## src/rtl/mem_loader_if.sv

```systemverilog
// Host byte stream and memory write port of the program loader.
// master: the loader side; slave: the host/memory side.
interface mem_loader_if #(
    parameter int Reg_size  = 32,
    parameter int Addr_bits = 8
);
    logic [7:0]           rx_data;
    logic                 rx_valid;
    logic                 rx_ready;
    logic                 mem_we;
    logic [Addr_bits-1:0] mem_addr;
    logic [Reg_size-1:0]  mem_wdata;
    logic                 cpu_en;
    logic                 busy;
    logic                 done;
    logic                 err;

    modport master (
        input  rx_data, rx_valid,
        output rx_ready, mem_we, mem_addr, mem_wdata, cpu_en, busy, done, err
    );

    modport slave (
        output rx_data, rx_valid,
        input  rx_ready, mem_we, mem_addr, mem_wdata, cpu_en, busy, done, err
    );
endinterface

```

## src/rtl/mem_loader.sv

```systemverilog
// Byte-stream program loader: decodes host commands, assembles little-endian
// words and writes them to data memory while holding the processor.
//
// state      | meaning
// -----------+----------------------------------------------------------
// S_IDLE     | waiting for a command byte (LOAD / RUN / HALT)
// S_GET_ADDR | next byte is the start word address
// S_GET_CNT  | next byte is the number of words to load
// S_GET_BYTE | collecting the bytes of the current word
// S_WRITE    | one-cycle memory write of the assembled word
module mem_loader #(
    parameter int Reg_size  = 32,
    parameter int Addr_bits = 8
) (
    input  logic clk,
    input  logic rst,
    mem_loader_if.master io_bus
);
    localparam int NB    = Reg_size / 8;
    localparam int IDX_W = (NB > 1) ? $clog2(NB) : 1;
    localparam logic [IDX_W-1:0] IDX_LAST = IDX_W'(NB - 1);

    localparam logic [7:0] CMD_LOAD = 8'hA5;
    localparam logic [7:0] CMD_RUN  = 8'h5A;
    localparam logic [7:0] CMD_HALT = 8'h0F;

    typedef enum logic [2:0] {
        S_IDLE,
        S_GET_ADDR,
        S_GET_CNT,
        S_GET_BYTE,
        S_WRITE
    } state_t;

    state_t               r_state;
    logic [Addr_bits-1:0] r_addr;
    logic [7:0]           r_cnt;
    logic [IDX_W-1:0]     r_idx;
    logic [Reg_size-1:0]  r_word;
    logic                 r_rx_ready;
    logic                 r_mem_we;
    logic [Addr_bits-1:0] r_mem_addr;
    logic [Reg_size-1:0]  r_mem_wdata;
    logic                 r_cpu_en;
    logic                 r_busy;
    logic                 r_done;
    logic                 r_err;

    logic                  w_xfer;
    logic [Reg_size+7:0]   w_shift;
    logic [Reg_size-1:0]   w_word_next;

    // New bytes enter at the top and shift down, so after NB bytes the first
    // one received sits in bits [7:0] and no stale data survives.
    assign w_xfer      = io_bus.rx_valid && r_rx_ready;
    assign w_shift     = {io_bus.rx_data, r_word};
    assign w_word_next = w_shift[Reg_size+7:8];

    // Loader FSM; every output is a register updated here.
    always_ff @(posedge clk) begin
        if (rst) begin
            r_state     <= S_IDLE;
            r_addr      <= '0;
            r_cnt       <= '0;
            r_idx       <= '0;
            r_word      <= '0;
            r_rx_ready  <= 1'b1;
            r_mem_we    <= 1'b0;
            r_mem_addr  <= '0;
            r_mem_wdata <= '0;
            r_cpu_en    <= 1'b0;
            r_busy      <= 1'b0;
            r_done      <= 1'b0;
            r_err       <= 1'b0;
        end else begin
            r_mem_we <= 1'b0;
            r_done   <= 1'b0;
            r_err    <= 1'b0;
            case (r_state)
                S_IDLE: begin
                    if (w_xfer) begin
                        case (io_bus.rx_data)
                            CMD_LOAD: begin
                                r_cpu_en <= 1'b0;
                                r_busy   <= 1'b1;
                                r_state  <= S_GET_ADDR;
                            end
                            CMD_RUN:  r_cpu_en <= 1'b1;
                            CMD_HALT: r_cpu_en <= 1'b0;
                            default:  r_err    <= 1'b1;
                        endcase
                    end
                end
                S_GET_ADDR: begin
                    if (w_xfer) begin
                        r_addr  <= Addr_bits'(io_bus.rx_data);
                        r_state <= S_GET_CNT;
                    end
                end
                S_GET_CNT: begin
                    if (w_xfer) begin
                        r_cnt <= io_bus.rx_data;
                        r_idx <= '0;
                        if (io_bus.rx_data == 8'd0) begin
                            r_busy  <= 1'b0;
                            r_done  <= 1'b1;
                            r_state <= S_IDLE;
                        end else begin
                            r_state <= S_GET_BYTE;
                        end
                    end
                end
                S_GET_BYTE: begin
                    if (w_xfer) begin
                        r_word <= w_word_next;
                        if (r_idx == IDX_LAST) begin
                            // Present the write in the cycle right after the last byte.
                            r_idx       <= '0;
                            r_rx_ready  <= 1'b0;
                            r_mem_we    <= 1'b1;
                            r_mem_addr  <= r_addr;
                            r_mem_wdata <= w_word_next;
                            r_state     <= S_WRITE;
                        end else begin
                            r_idx <= r_idx + 1'b1;
                        end
                    end
                end
                S_WRITE: begin
                    r_addr     <= r_addr + 1'b1;
                    r_cnt      <= r_cnt - 8'd1;
                    r_rx_ready <= 1'b1;
                    if (r_cnt == 8'd1) begin
                        r_busy  <= 1'b0;
                        r_done  <= 1'b1;
                        r_state <= S_IDLE;
                    end else begin
                        r_state <= S_GET_BYTE;
                    end
                end
                default: begin
                    r_busy     <= 1'b0;
                    r_rx_ready <= 1'b1;
                    r_state    <= S_IDLE;
                end
            endcase
        end
    end

    assign io_bus.rx_ready  = r_rx_ready;
    assign io_bus.mem_we    = r_mem_we;
    assign io_bus.mem_addr  = r_mem_addr;
    assign io_bus.mem_wdata = r_mem_wdata;
    assign io_bus.cpu_en    = r_cpu_en;
    assign io_bus.busy      = r_busy;
    assign io_bus.done      = r_done;
    assign io_bus.err       = r_err;
endmodule

```

## src/flat_wrapper.sv

```systemverilog
// flat-port wrapper written by rule: the top's interface ports become plain ports
module mem_loader_flat 
#(
    parameter int Reg_size  = 32,
    parameter int Addr_bits = 8
)
  (clk, rst, io_bus_rx_data, io_bus_rx_valid, io_bus_rx_ready, io_bus_mem_we, io_bus_mem_addr, io_bus_mem_wdata, io_bus_cpu_en, io_bus_busy, io_bus_done, io_bus_err);
  mem_loader_if #(.Reg_size(Reg_size), .Addr_bits(Addr_bits)) io_bus_i ();
  input  logic clk;
  input  logic rst;
  input wire logic [$bits(io_bus_i.rx_data)-1:0] io_bus_rx_data;
  input wire logic [$bits(io_bus_i.rx_valid)-1:0] io_bus_rx_valid;
  output wire logic [$bits(io_bus_i.rx_ready)-1:0] io_bus_rx_ready;
  output wire logic [$bits(io_bus_i.mem_we)-1:0] io_bus_mem_we;
  output wire logic [$bits(io_bus_i.mem_addr)-1:0] io_bus_mem_addr;
  output wire logic [$bits(io_bus_i.mem_wdata)-1:0] io_bus_mem_wdata;
  output wire logic [$bits(io_bus_i.cpu_en)-1:0] io_bus_cpu_en;
  output wire logic [$bits(io_bus_i.busy)-1:0] io_bus_busy;
  output wire logic [$bits(io_bus_i.done)-1:0] io_bus_done;
  output wire logic [$bits(io_bus_i.err)-1:0] io_bus_err;
  assign io_bus_i.rx_data = io_bus_rx_data;
  assign io_bus_i.rx_valid = io_bus_rx_valid;
  assign io_bus_rx_ready = io_bus_i.rx_ready;
  assign io_bus_mem_we = io_bus_i.mem_we;
  assign io_bus_mem_addr = io_bus_i.mem_addr;
  assign io_bus_mem_wdata = io_bus_i.mem_wdata;
  assign io_bus_cpu_en = io_bus_i.cpu_en;
  assign io_bus_busy = io_bus_i.busy;
  assign io_bus_done = io_bus_i.done;
  assign io_bus_err = io_bus_i.err;
  mem_loader #(.Reg_size(Reg_size), .Addr_bits(Addr_bits)) u_core (.clk(clk), .rst(rst), .io_bus(io_bus_i));
endmodule
```

## config.mk

```make
export PLATFORM = sky130hd
export DESIGN_NAME = mem_loader_flat
export DESIGN_NICKNAME = d
export VERILOG_FILES = /design/src/rtl/mem_loader_if.sv /design/src/rtl/mem_loader.sv /design/src/flat_wrapper.sv
export SDC_FILE = /design/constraint.sdc
export NUM_CORES = 1
export LEC_CHECK = 0
export CORE_MARGIN = 2
export CORE_UTILIZATION = 25
export DETAILED_ROUTE_END_ITERATION = 10
export GPL_TIMING_DRIVEN = 0
export PLACE_DENSITY_LB_ADDON = 0.05
export SLEW_MARGIN = 20
export SYNTH_ARGS = -nofsm -noshare
export SYNTH_HDL_FRONTEND = slang
export SYNTH_SLANG_ARGS = --single-unit
```

## constraint.sdc

```tcl
create_clock -name clk -period 1.96 [get_ports clk]
set_input_delay 0.392 -clock clk [delete_from_list [all_inputs] [get_ports clk]]
set_output_delay 0.392 -clock clk [all_outputs]
set_load 0.01 [all_outputs]
```

==> metrics.txt <==
WL final=11520 µm; Syn Nets=488; Rows=44; deepest clock path buffer count=2; worst setup path class=in -> reg; CTS Buf Count=9; CP Capture Type=register; layout cells sized above 1=0.07495; crit start category=primary input; vias in the first global route=3469; Final Hold Viols=0; status=complete, no violations; number of detailed-route iterations in the first pass=4; Ant. Diodes=0; most common cell after layout, fill and taps aside=nand2_1; start of the worst register-to-register path=u_core.r_state[0]; core area=about 14000 µm²; CTS tree=yes; Async SR Flop Fraction=0; Seq cells post-synth=around 90; Ys Warns=0; synthesized area per cell=approximately 7.8 µm²; TritonCTS sink count=91; Req. time, crit path=about 2200 ps; io pins=57; DR vias=3496; Worst VDD drop=0.3398 mV; multi-input logic area=1744 µm²; drt initial violations=243; Synth-to-Final Area Change=29.94%; drt wl/cell=15.76 µm; port bufs=55; Clock Latency Late Sink=340 ps; CTS clk-pin slew, worst paths=70 ps; Worst Skew=5.878 ps; fmax=0.5416 GHz; overall track demand over capacity in global routing=0.1525; LEAKAGE=1.606 nW; Worst EP arrival=2080 ps; EDFF count, synth=0; first-pass GRT wire length=18950 µm; Final Cycle Share=0.9420; DRT antenna net count=0; largest net degree at the start of global routing=17; Mapped Area=3702 µm²; critical path depth=6; Cell Pwr Density=760.8 nW/µm²; hold crit path type=reg -> reg; Setup Total Neg Slack=0 ps; Syn Inst Count=473; Worst Path Buf+Inv=1; critical path's top delay family=simple AND/OR/NAND/NOR gates; hold depth=2; Post-synth top flop=dfxtp_1; grt ovf=0; die footprint=15800 µm²; sequential fraction of the synthesis area=0.4921; R2R cell count=6; Via density=4.782; FF-to-FF End=u_core.r_addr[0]; crit path max fanout=7; Worst slew margin=0.5775; GP Congestion=0.8521; number of fill cells=around 1600; die width=125.7 µm; DP HPWL=8222 µm; most frequent cells in the layout=nand2_1 (155), dfxtp_1 (91), a21oi_1 (82); CP max stage cell=or4_4; final instance area=4811 µm²; min cycle time layout=1846 ps; Post-DP Area=~4500 µm²; max-capacitance violation count=0; Nets=557; flop-to-flop setup slack=between 150 and 200 ps; H-tree Lvls=3; register area=1822 µm²; cells along the critical path=dlygate4sd2_1 -> or4_4 -> nor4b_4 -> o22ai_1 -> a31oi_1 -> nand2_1; HP Start=u_core.io_bus.mem_wdata[12]; Slew Limit Fails=0; Core Util, Final=0.3323; Worst Hold Slack=roughly 450 ps; Synth cell types=46; Die Height=125.7 µm; starting density of the core=0.2557; # hold bufs at CTS=0; final setup violating endpoints=0; Crit path largest cell delay=590 ps; RSZ-0062 raised after global routing=no; drt drc=0; initial antenna violation count=0; Worst-Margin Slew=627.9 ps; root buffer cell=clkbuf_16; Endpoint, Worst Hold=u_core.io_bus.mem_wdata[12]
## how the worst max path moves through the flow
stage,start,slack (ps),end
4_1_cts,io_bus_rx_valid,10,u_core.io_bus.mem_wdata[16]
3_5_place_dp,io_bus_rx_valid,-590,u_core.io_bus.mem_wdata[1]
2_1_floorplan,io_bus_rx_data[7],330,u_core.io_bus.busy
6_report,io_bus_rx_data[0],110,u_core.io_bus.busy
5_1_grt,u_core.r_state[2],1,u_core.r_cnt[5]
3_3_place_gp,io_bus_rx_data[0],-540,u_core.io_bus.busy
## registers in the layout (all words and copies together), names as in the netlist
register	count
u_core.io_bus.busy	1
u_core.io_bus.cpu_en	1
u_core.io_bus.done	1
u_core.io_bus.err	1
u_core.io_bus.mem_addr	8
u_core.io_bus.mem_wdata	32
u_core.io_bus.mem_we	1
u_core.io_bus.rx_ready	1
u_core.r_addr	8
u_core.r_cnt	8
u_core.r_idx	2
u_core.r_state	3
u_core.r_word	24
## Yosys cell counts, types with 2 or more instances
library cell	number	area, µm²
a41oi_1	2	17.52
inv_1	3	11.26
nor3b_1	3	22.52
a21oi_1	82	410.4
o32ai_1	2	17.52
nand3_1	11	55.05
nand2_1	156	585.6
o21ai_1	2	10.01
a31oi_1	5	31.28
a211oi_1	2	15.01
ha_1	4	50.05
nor2_2	2	12.51
a222oi_1	2	20.02
dfxtp_1	91	1822
nor2_1	24	90.09
xnor2_1	4	35.03
a21o_1	3	22.52
nor3_1	4	20.02
clkbuf_1	20	75.07
a22oi_1	5	37.54
or3b_1	2	17.52
buf_2	10	50.05
and3_1	6	37.54
nor4_1	3	18.77
nand4_1	2	12.51
and2_1	2	12.51
or3_1	2	12.51
## stage by stage
stage / instances / total power, mW / worst slack [ps]
final: 731 / 3.660 / 113.7
after global routing: 731 / 3.820 / 1.070
after CTS: 730 / 3.722 / 14.22
after detailed placement: 712 / 2.025 / -585.8
after global placement: 712 / 2.024 / -544.5
after floorplan: 473 / 1.949 / 326.6
## worst register-to-register path, stage by stage (launching register included)
cell	delay (ps)
dfxtp_1	460
inv_2	120
or3_1	380
a21o_1	190
buf_2	180
a221oi_1	270
nor2_1	60
## cell families after synthesis
kind of cell	share of synthesized area
flops	0.4921
compound gates	0.1734
fa+ha+maj	0.01352
simple gates	0.2704
buf+inv	0.03886
xor+xnor	0.01183
## power breakdown
part           total [mW]  leakage, nW  switching (mW)  internal (mW)
logic               0.121        0.734          0.0878         0.0335
clock network        1.68        0.139           0.778          0.906
registers            1.85        0.733         0.00288           1.85
## final cells by class
class                      count  share of cell area
multi-input combinational    347              0.3625
inverter                       4            0.003121
clock buffer                  10             0.04967
timing repair buffer          58              0.1189
clock inverter                 6            0.009883
tap                          184             0.04785
buffer                        31             0.02939
sequential                    91              0.3787
## routing by layer
layer	up-vias	routed length, µm	GRT usage
li1	1754	-	-
met1	1655	5835	0.2173
met4	0	168	0.05882
met2	75	4953	0.2229
met3	12	563	0.03611
met5	-	0	0
## repair_timing
action                                 in CTS  in global routing
endpoints found under the hold margin       0                  0
buffers inserted                            2                  1
gates resized for setup                    13                  5
pin swaps                                   1                  1
setup endpoints to repair                  68                 69
Power figures use the tool's default switching activity.
